### src/rtl/tick_scheduler.sv
// tick_scheduler: runtime-loadable multi-channel tick/level rate generator with pause and resync
module tick_scheduler #(
    parameter int CHANNELS    = 6,
    parameter int DIV_W       = 26,
    parameter int DEFAULT_DIV = 500000,
    localparam int CH_W       = (CHANNELS > 1) ? $clog2(CHANNELS) : 1
) (
    input  logic                clk,
    input  logic                rst,
    input  logic                load,
    input  logic [CH_W-1:0]     load_ch,
    input  logic [DIV_W-1:0]    load_div,
    input  logic                pause,
    input  logic                resync,
    output logic [CHANNELS-1:0] tick,
    output logic [CHANNELS-1:0] level
);
    logic [DIV_W-1:0]    div_q [CHANNELS];
    logic [DIV_W-1:0]    div_d [CHANNELS];
    logic [DIV_W-1:0]    cnt_q [CHANNELS];
    logic [DIV_W-1:0]    cnt_d [CHANNELS];
    logic [CHANNELS-1:0] tick_q, tick_d;
    logic [CHANNELS-1:0] level_q, level_d;

    always_comb begin
        for (int i = 0; i < CHANNELS; i++) begin
            div_d[i]   = div_q[i];
            cnt_d[i]   = cnt_q[i];
            tick_d[i]  = 1'b0;
            level_d[i] = level_q[i];
            // out-of-range load_ch never matches any channel, so it is ignored
            if (resync) begin
                cnt_d[i]   = '0;
                level_d[i] = 1'b0;
                div_d[i]   = (load && 32'(load_ch) == 32'(i)) ? load_div : div_q[i];
            end else if (load && 32'(load_ch) == 32'(i)) begin
                div_d[i] = load_div;
                cnt_d[i] = '0;
            end else if (!pause && div_q[i] != '0) begin
                tick_d[i]  = cnt_q[i] == div_q[i] - DIV_W'(1);
                cnt_d[i]   = tick_d[i] ? '0 : cnt_q[i] + DIV_W'(1);
                level_d[i] = level_q[i] ^ tick_d[i];
            end
        end
    end

    always_ff @(posedge clk) begin
        if (!rst) begin
            for (int i = 0; i < CHANNELS; i++) begin
                div_q[i] <= DIV_W'(DEFAULT_DIV);
                cnt_q[i] <= '0;
            end
            tick_q  <= '0;
            level_q <= '0;
        end else begin
            div_q   <= div_d;
            cnt_q   <= cnt_d;
            tick_q  <= tick_d;
            level_q <= level_d;
        end
    end

    assign tick  = tick_q;
    assign level = level_q;
endmodule

### config.mk
export PLATFORM = sky130hd
export DESIGN_NAME = tick_scheduler
export DESIGN_NICKNAME = d
export VERILOG_FILES = /design/src/rtl/tick_scheduler.sv
export SDC_FILE = /design/constraint.sdc
export NUM_CORES = 1
export LEC_CHECK = 0
export ABC_AREA = 1
export BUFFER_PORTS_ARGS = -buffer_cell sky130_fd_sc_hd__buf_2
export CAP_MARGIN = 30
export CORE_MARGIN = 4
export CORE_UTILIZATION = 62
export CTS_BUF_LIST = sky130_fd_sc_hd__clkbuf_8
export DETAILED_ROUTE_END_ITERATION = 8
export PLACE_DENSITY = 0.79
export RECOVER_POWER = 100
export REMOVE_ABC_BUFFERS = 1
export SLEW_MARGIN = 0
export SYNTH_ARGS = -nofsm -noshare
export SYNTH_HDL_FRONTEND = slang
export SYNTH_SLANG_ARGS = --single-unit
### constraint.sdc
create_clock -name clk -period 2.32 [get_ports clk]
set_clock_uncertainty 0.05 [all_clocks]
set_input_delay 0.348 -clock clk [delete_from_list [all_inputs] [get_ports clk]]
set_output_delay 0.348 -clock clk [all_outputs]
set_load 0.005 [all_outputs]
Word level (Yosys, flattened, before mapping). Cells that the tools add are included.

Output and inout port bits: 12. Input bits: 34. Bits in registers: 324. Logic and storage cells: 111.

Muxes and demuxes: 6. Reduce and logical (&&, ||, !) cells: 39. Equal/unequal tests: 11. Bitwise operators: 19. Add/subtract/negate cells: 12.

Operator list (number): $add A26 B1 Y26 const B (6); $eq A26 B26 Y1 (6); $mux W26 (6); $reduce_bool A26 Y1 (6); $sub A26 B1 Y26 const B (6); $reduce_or A4 Y1 (6); $reduce_or A3 Y1 (6); $not A1 Y1 (13); $logic_and A1 B1 Y1 (12); $reduce_and A2 Y1 (6); $eq A3 B2 Y1 const B (2); $eq A3 B3 Y1 const B (2); $xor A1 B1 Y1 (6); $eq A3 B1 Y1 const B (1); $logic_not A3 Y1 (1); $reduce_or A2 Y1 (1); $logic_not A1 Y1 (1).

Logic depth before layout (Yosys ltp).
Depth in word-level cells: 4. Gate-level depth with buffers: 18. Depth with buffers taken out: 18.

Worst setup path before layout. OpenSTA, ideal clock, no wires.

Path type: reg2reg. From: register div_q[104] in the netlist's numbering. To: register cnt_q[112] in the netlist's numbering. Setup time: 0.121 ns. Setup slack: 0.196 ns. Buffers on the path: 1. Required time: 2.149 ns. Clock period less this slack: 2.124 ns. Arrival time: 1.953 ns. Stages on the path, launching flop included: 15. Path through: dfxtp_1 inv_2 ha_1 nand2_4 nor2_4 nand3_2 clkinv_1 nand2_1 a21oi_2 nand3b_1 nor2_4 nand3_4 nand2_4 buf_12 nor2_4.

Cells in the longest elaborated chain, start to end: 3. Elaborated cells on any way between the ends: 5. Classes of those cells: add/sub (1); eq/ne (1); mux (1); reduce/logical (2).

RTL lines: from (decl) (line 18) `logic [DIV_W-1:0] div_q [CHANNELS];`; from (signal, indexed assignment) (line 50) `div_q[i] <= DIV_W'(DEFAULT_DIV);`; from (signal assigned) (line 56) `div_q <= div_d;`; $sub A26 B1 Y26 (line 40) `tick_d[i] = cnt_q[i] == div_q[i] - DIV_W'(1);`; $eq A26 B26 Y1 (line 40); $mux W26 (line 41) `cnt_d[i] = tick_d[i] ? '0 : cnt_q[i] + DIV_W'(1);`; to (signal assigned) (line 57) `cnt_q <= cnt_d;`; to (decl) (line 20) `logic [DIV_W-1:0] cnt_q [CHANNELS];`.

Several ways; a longest one is shown, not always the timed one. A chain may end at the register's enable or synchronous reset.

Worst setup path after layout.
From: register div_q[105] in the netlist's numbering. To: register cnt_q[105] in the netlist's numbering.

The elaborated chain is that of the path after synthesis.

==> flow_metrics.tcl <==
set metrics [dict create \
    rsz0062_at_grt "true" \
    ioPinCount 46 \
    grt_max_degree 155 \
    io_buffers 45 \
    grt_pass1_wl_um 116000 \
    pwr-share-comb_pct 12.4 \
    yosysWarnings 0 \
    clock_sinks 324 \
    drt_iter0_drc 1994 \
    wl_per_cell_um 17.4 \
    cp-end-kind "flop" \
    overflow 0 \
    rows 69 \
    slew_headroom_pct 10.4 \
    syn_area_mm2 0.0225 \
    areaGrowthSynthToFinish_pct 17.3 \
    ys_seq_elements 324 \
    grt_pass1_vias 23400 \
    violations "setup timing" \
    worst_ep_required_time_ns 2.80 \
    dieArea_mm2 0.0395 \
    drc 0 \
    r2r_start "div_q[105]" \
    max_freq_mhz 424 \
    pre_cts_ws_ns -0.146 \
    dpl.hpwl_um 54700 \
    via_per_inst 5.70 \
    gp_congestion 1.00 \
    synth.avg_cell_area_um2 6.15 \
    finalCritPeriodShare_pct 102 \
    synth-xor-area-share_pct 9.03 \
    yosysSeqAreaShare_pct 28.8 \
    outcome "finished, violations left" \
    setup_viol 14 \
    clockPowerShare_pct 43.6 \
    vdd_ir_drop_max_mv 0.492 \
    firstDrtPassIters 6 \
    dp.cells 4202 \
    critPathLaunchType "flop" \
    maxSlewViolCount 0 \
    fin_ws_ns -0.0393 \
    nFillCells 2923 \
    clock_path_buffers 3 \
    maxCapViolations 0 \
    min_from "load_div[21]" \
    die-width_um 199 \
    synth_compound_area_share_pct 7.58 \
    synthAdderAreaFrac_pct 0.666 \
    synth_flop_cell "dfxtp_1" \
    synth.area.mux_share_pct 0.0444 \
    synth-simple-area-share_pct 44.5 \
    synthArstFlopShare_pct 0 \
    hold_path_class "input pin to flop" \
    p_leak_nw 11.6 \
    initial_core_util_pct 63.1 \
    totalWireLength_um 75800 \
    clkLatencyLatePin_ns 0.66 \
    synth_cells 3666 \
    finalHoldViolations 0 \
    cts-root-buf "clkbuf_8" \
    ys_types 52 \
    powerDensity_mw_per_mm2 501 \
    cts_tree "done" \
    pwr-share-seq_pct 44.0 \
    drive_above_1_share_pct 17.3 \
    fin_cells 4350 \
    grt_antenna_before_repair 3 \
    power.switching_mw 3.76 \
    synth_top_family_by_area "simple AND/OR/NAND/NOR gates" \
    ctsHtreeMaxLevel 2 \
    critPathMaxFanout 6 \
    fp.dieH_um 199 \
    cts_buffers 54 \
    holdWs_ns 0.0579 \
    swShare_pct 28.4 \
    path_clk_slew_ns 0.06 \
    regToRegSetupSlack_ns -0.04 \
    synth_edf_count 0 \
    utilization_pct 74.0 \
    globalRouteTotalUtil_pct 36.0 \
    intPower_mw 9.48 \
    core_mm2 0.0357 \
    fin_crit_ns 2.36 \
    cp.arrival_ns 2.84 \
    vias 24800 \
    worstSetupPathType "flop to flop" \
    startpoint "div_q[105]" \
    fin_nets 3889 \
    max_slew.worst_pin.slew_ns 1.34 \
    antenna_left 0 \
]
==> layer usage <==
metal,global-route usage [%],vias up,wire length [µm]
met1,43.7,11400,29100
li1,-,11900,-
met3,7.37,313,6810
met2,61.1,1199,35800
met4,17.4,2,4050
met5,0,-,40
==> power groups by stage <==
stage / clock (mW) / sequential, mW / combinational [mW]
floorplan: 0 / 5.89 / 0.913
global placement: 0 / 5.93 / 1.38
detailed placement: 0 / 5.93 / 1.42
CTS: 5.81 / 5.81 / 1.46
global route: 6.08 / 5.84 / 1.79
finish: 5.77 / 5.83 / 1.64
==> state kept, by name, summed over array words and instances, names as in the netlist <==
signal	count
div_q	156
cnt_q	156
tick	6
level	6
==> cells in the final DEF (no fill, tap or decap), types with 10 or more instances in the layout <==
cell type  netlist  final
nand2_1        979    947
nor2_4          34     70
buf_2            1     36
nor4_1          11     11
nand2_2         28     48
o21ai_0        171    163
nand3_1        262    238
nand2_4         13     23
nor3_1          54     50
nand3_2         10     28
inv_1          455    451
buf_4            4    107
nand3_4          3     10
a21oi_1        102     95
xnor2_1         83     81
dfxtp_1        324    288
or2_2           12     12
clkbuf_1        52     18
nor2_1         636    547
nor2_2          66    119
nand4_1         85     85
nand3b_1        30     30
clkbuf_8         1     71
inv_2           12     27
o211ai_1        22     22
dfxtp_2          0     36
xor2_1         145    139
==> worst max-delay path, cell delays in order (launching register included) <==
cell      delay, ns
dfxtp_2        0.33
inv_2          0.05
ha_4           0.18
nand2_4        0.10
nor2_4         0.07
nand2_2        0.08
nor2_1         0.05
nor2_2         0.25
inv_2          0.12
nor2_2         0.13
nand3_1        0.09
nor2_2         0.20
nand3_4        0.18
buf_8          0.19
o211ai_1       0.09
inv_1          0.07
==> per-stage QoR <==
stage                     power (mW)  cell area [µm²]  TNS, ns
after floorplan                 6.80            22200    -4.82
final                           13.2            26400   -0.210
after CTS                       13.1            25200  -0.0178
after detailed placement        7.35            23800    -6.89
after global placement          7.31            23800    -2.33
after global routing            13.7            26400   -11.76
==> worst paths after layout <==
path                     end  cells past startpoint
setup / recovery  cnt_q[105]                     15
hold / removal     div_q[99]                      3
setup reg to reg  cnt_q[105]                     15
hold reg to reg     level[1]                      2
==> Yosys cell counts (all sizes together), types with 11 or more instances <==
master,count,area (µm²)
clkbuf,53,209
nand3b,31,236
or2,15,93.8
xor2,146,1290
nor3,59,327
buf,14,138
inv,467,1750
nand2,1020,4000
o211ai,22,165
nor4,11,68.8
xnor2,83,727
a21oi,103,519
nand3,275,1460
nor2,740,3260
o21ai,174,882
dfxtp,324,6490
nand4,86,544
ha,12,150
==> kinds of logic after synthesis <==
kind of cell               Yosys count
AOI/OAI and AO/OA                  319
muxes                                1
buffers and inverters              537
and+or+nand+nor                   2243
DFF                                324
xor gates and xnor gates           230
adders and majority gates           12
==> what timing repair did <==
| action | CTS | global route |
|---|---|---|
| buffers inserted | 5 | 27 |
| gates cloned | 4 | 7 |
| setup endpoints to repair | 109 | 167 |
| gates resized for setup | 32 | 307 |
| hold endpoints to repair | 6 | 0 |
| hold buffers | 3 | 0 |
| pin swaps | 8 | 101 |
==> cell type report <==
cell class	count	area (µm²)	share of cell area, %
timing repair buffer	180	1290	4.87
tap	461	577	2.18
clock buffer	70	963	3.64
inverter	470	1770	6.70
antenna	3	7.51	0.0284
clock inverter	29	255	0.966
sequential	324	6530	24.7
multi-input combinational	2813	15000	56.9
Power figures use the tool's default switching activity.
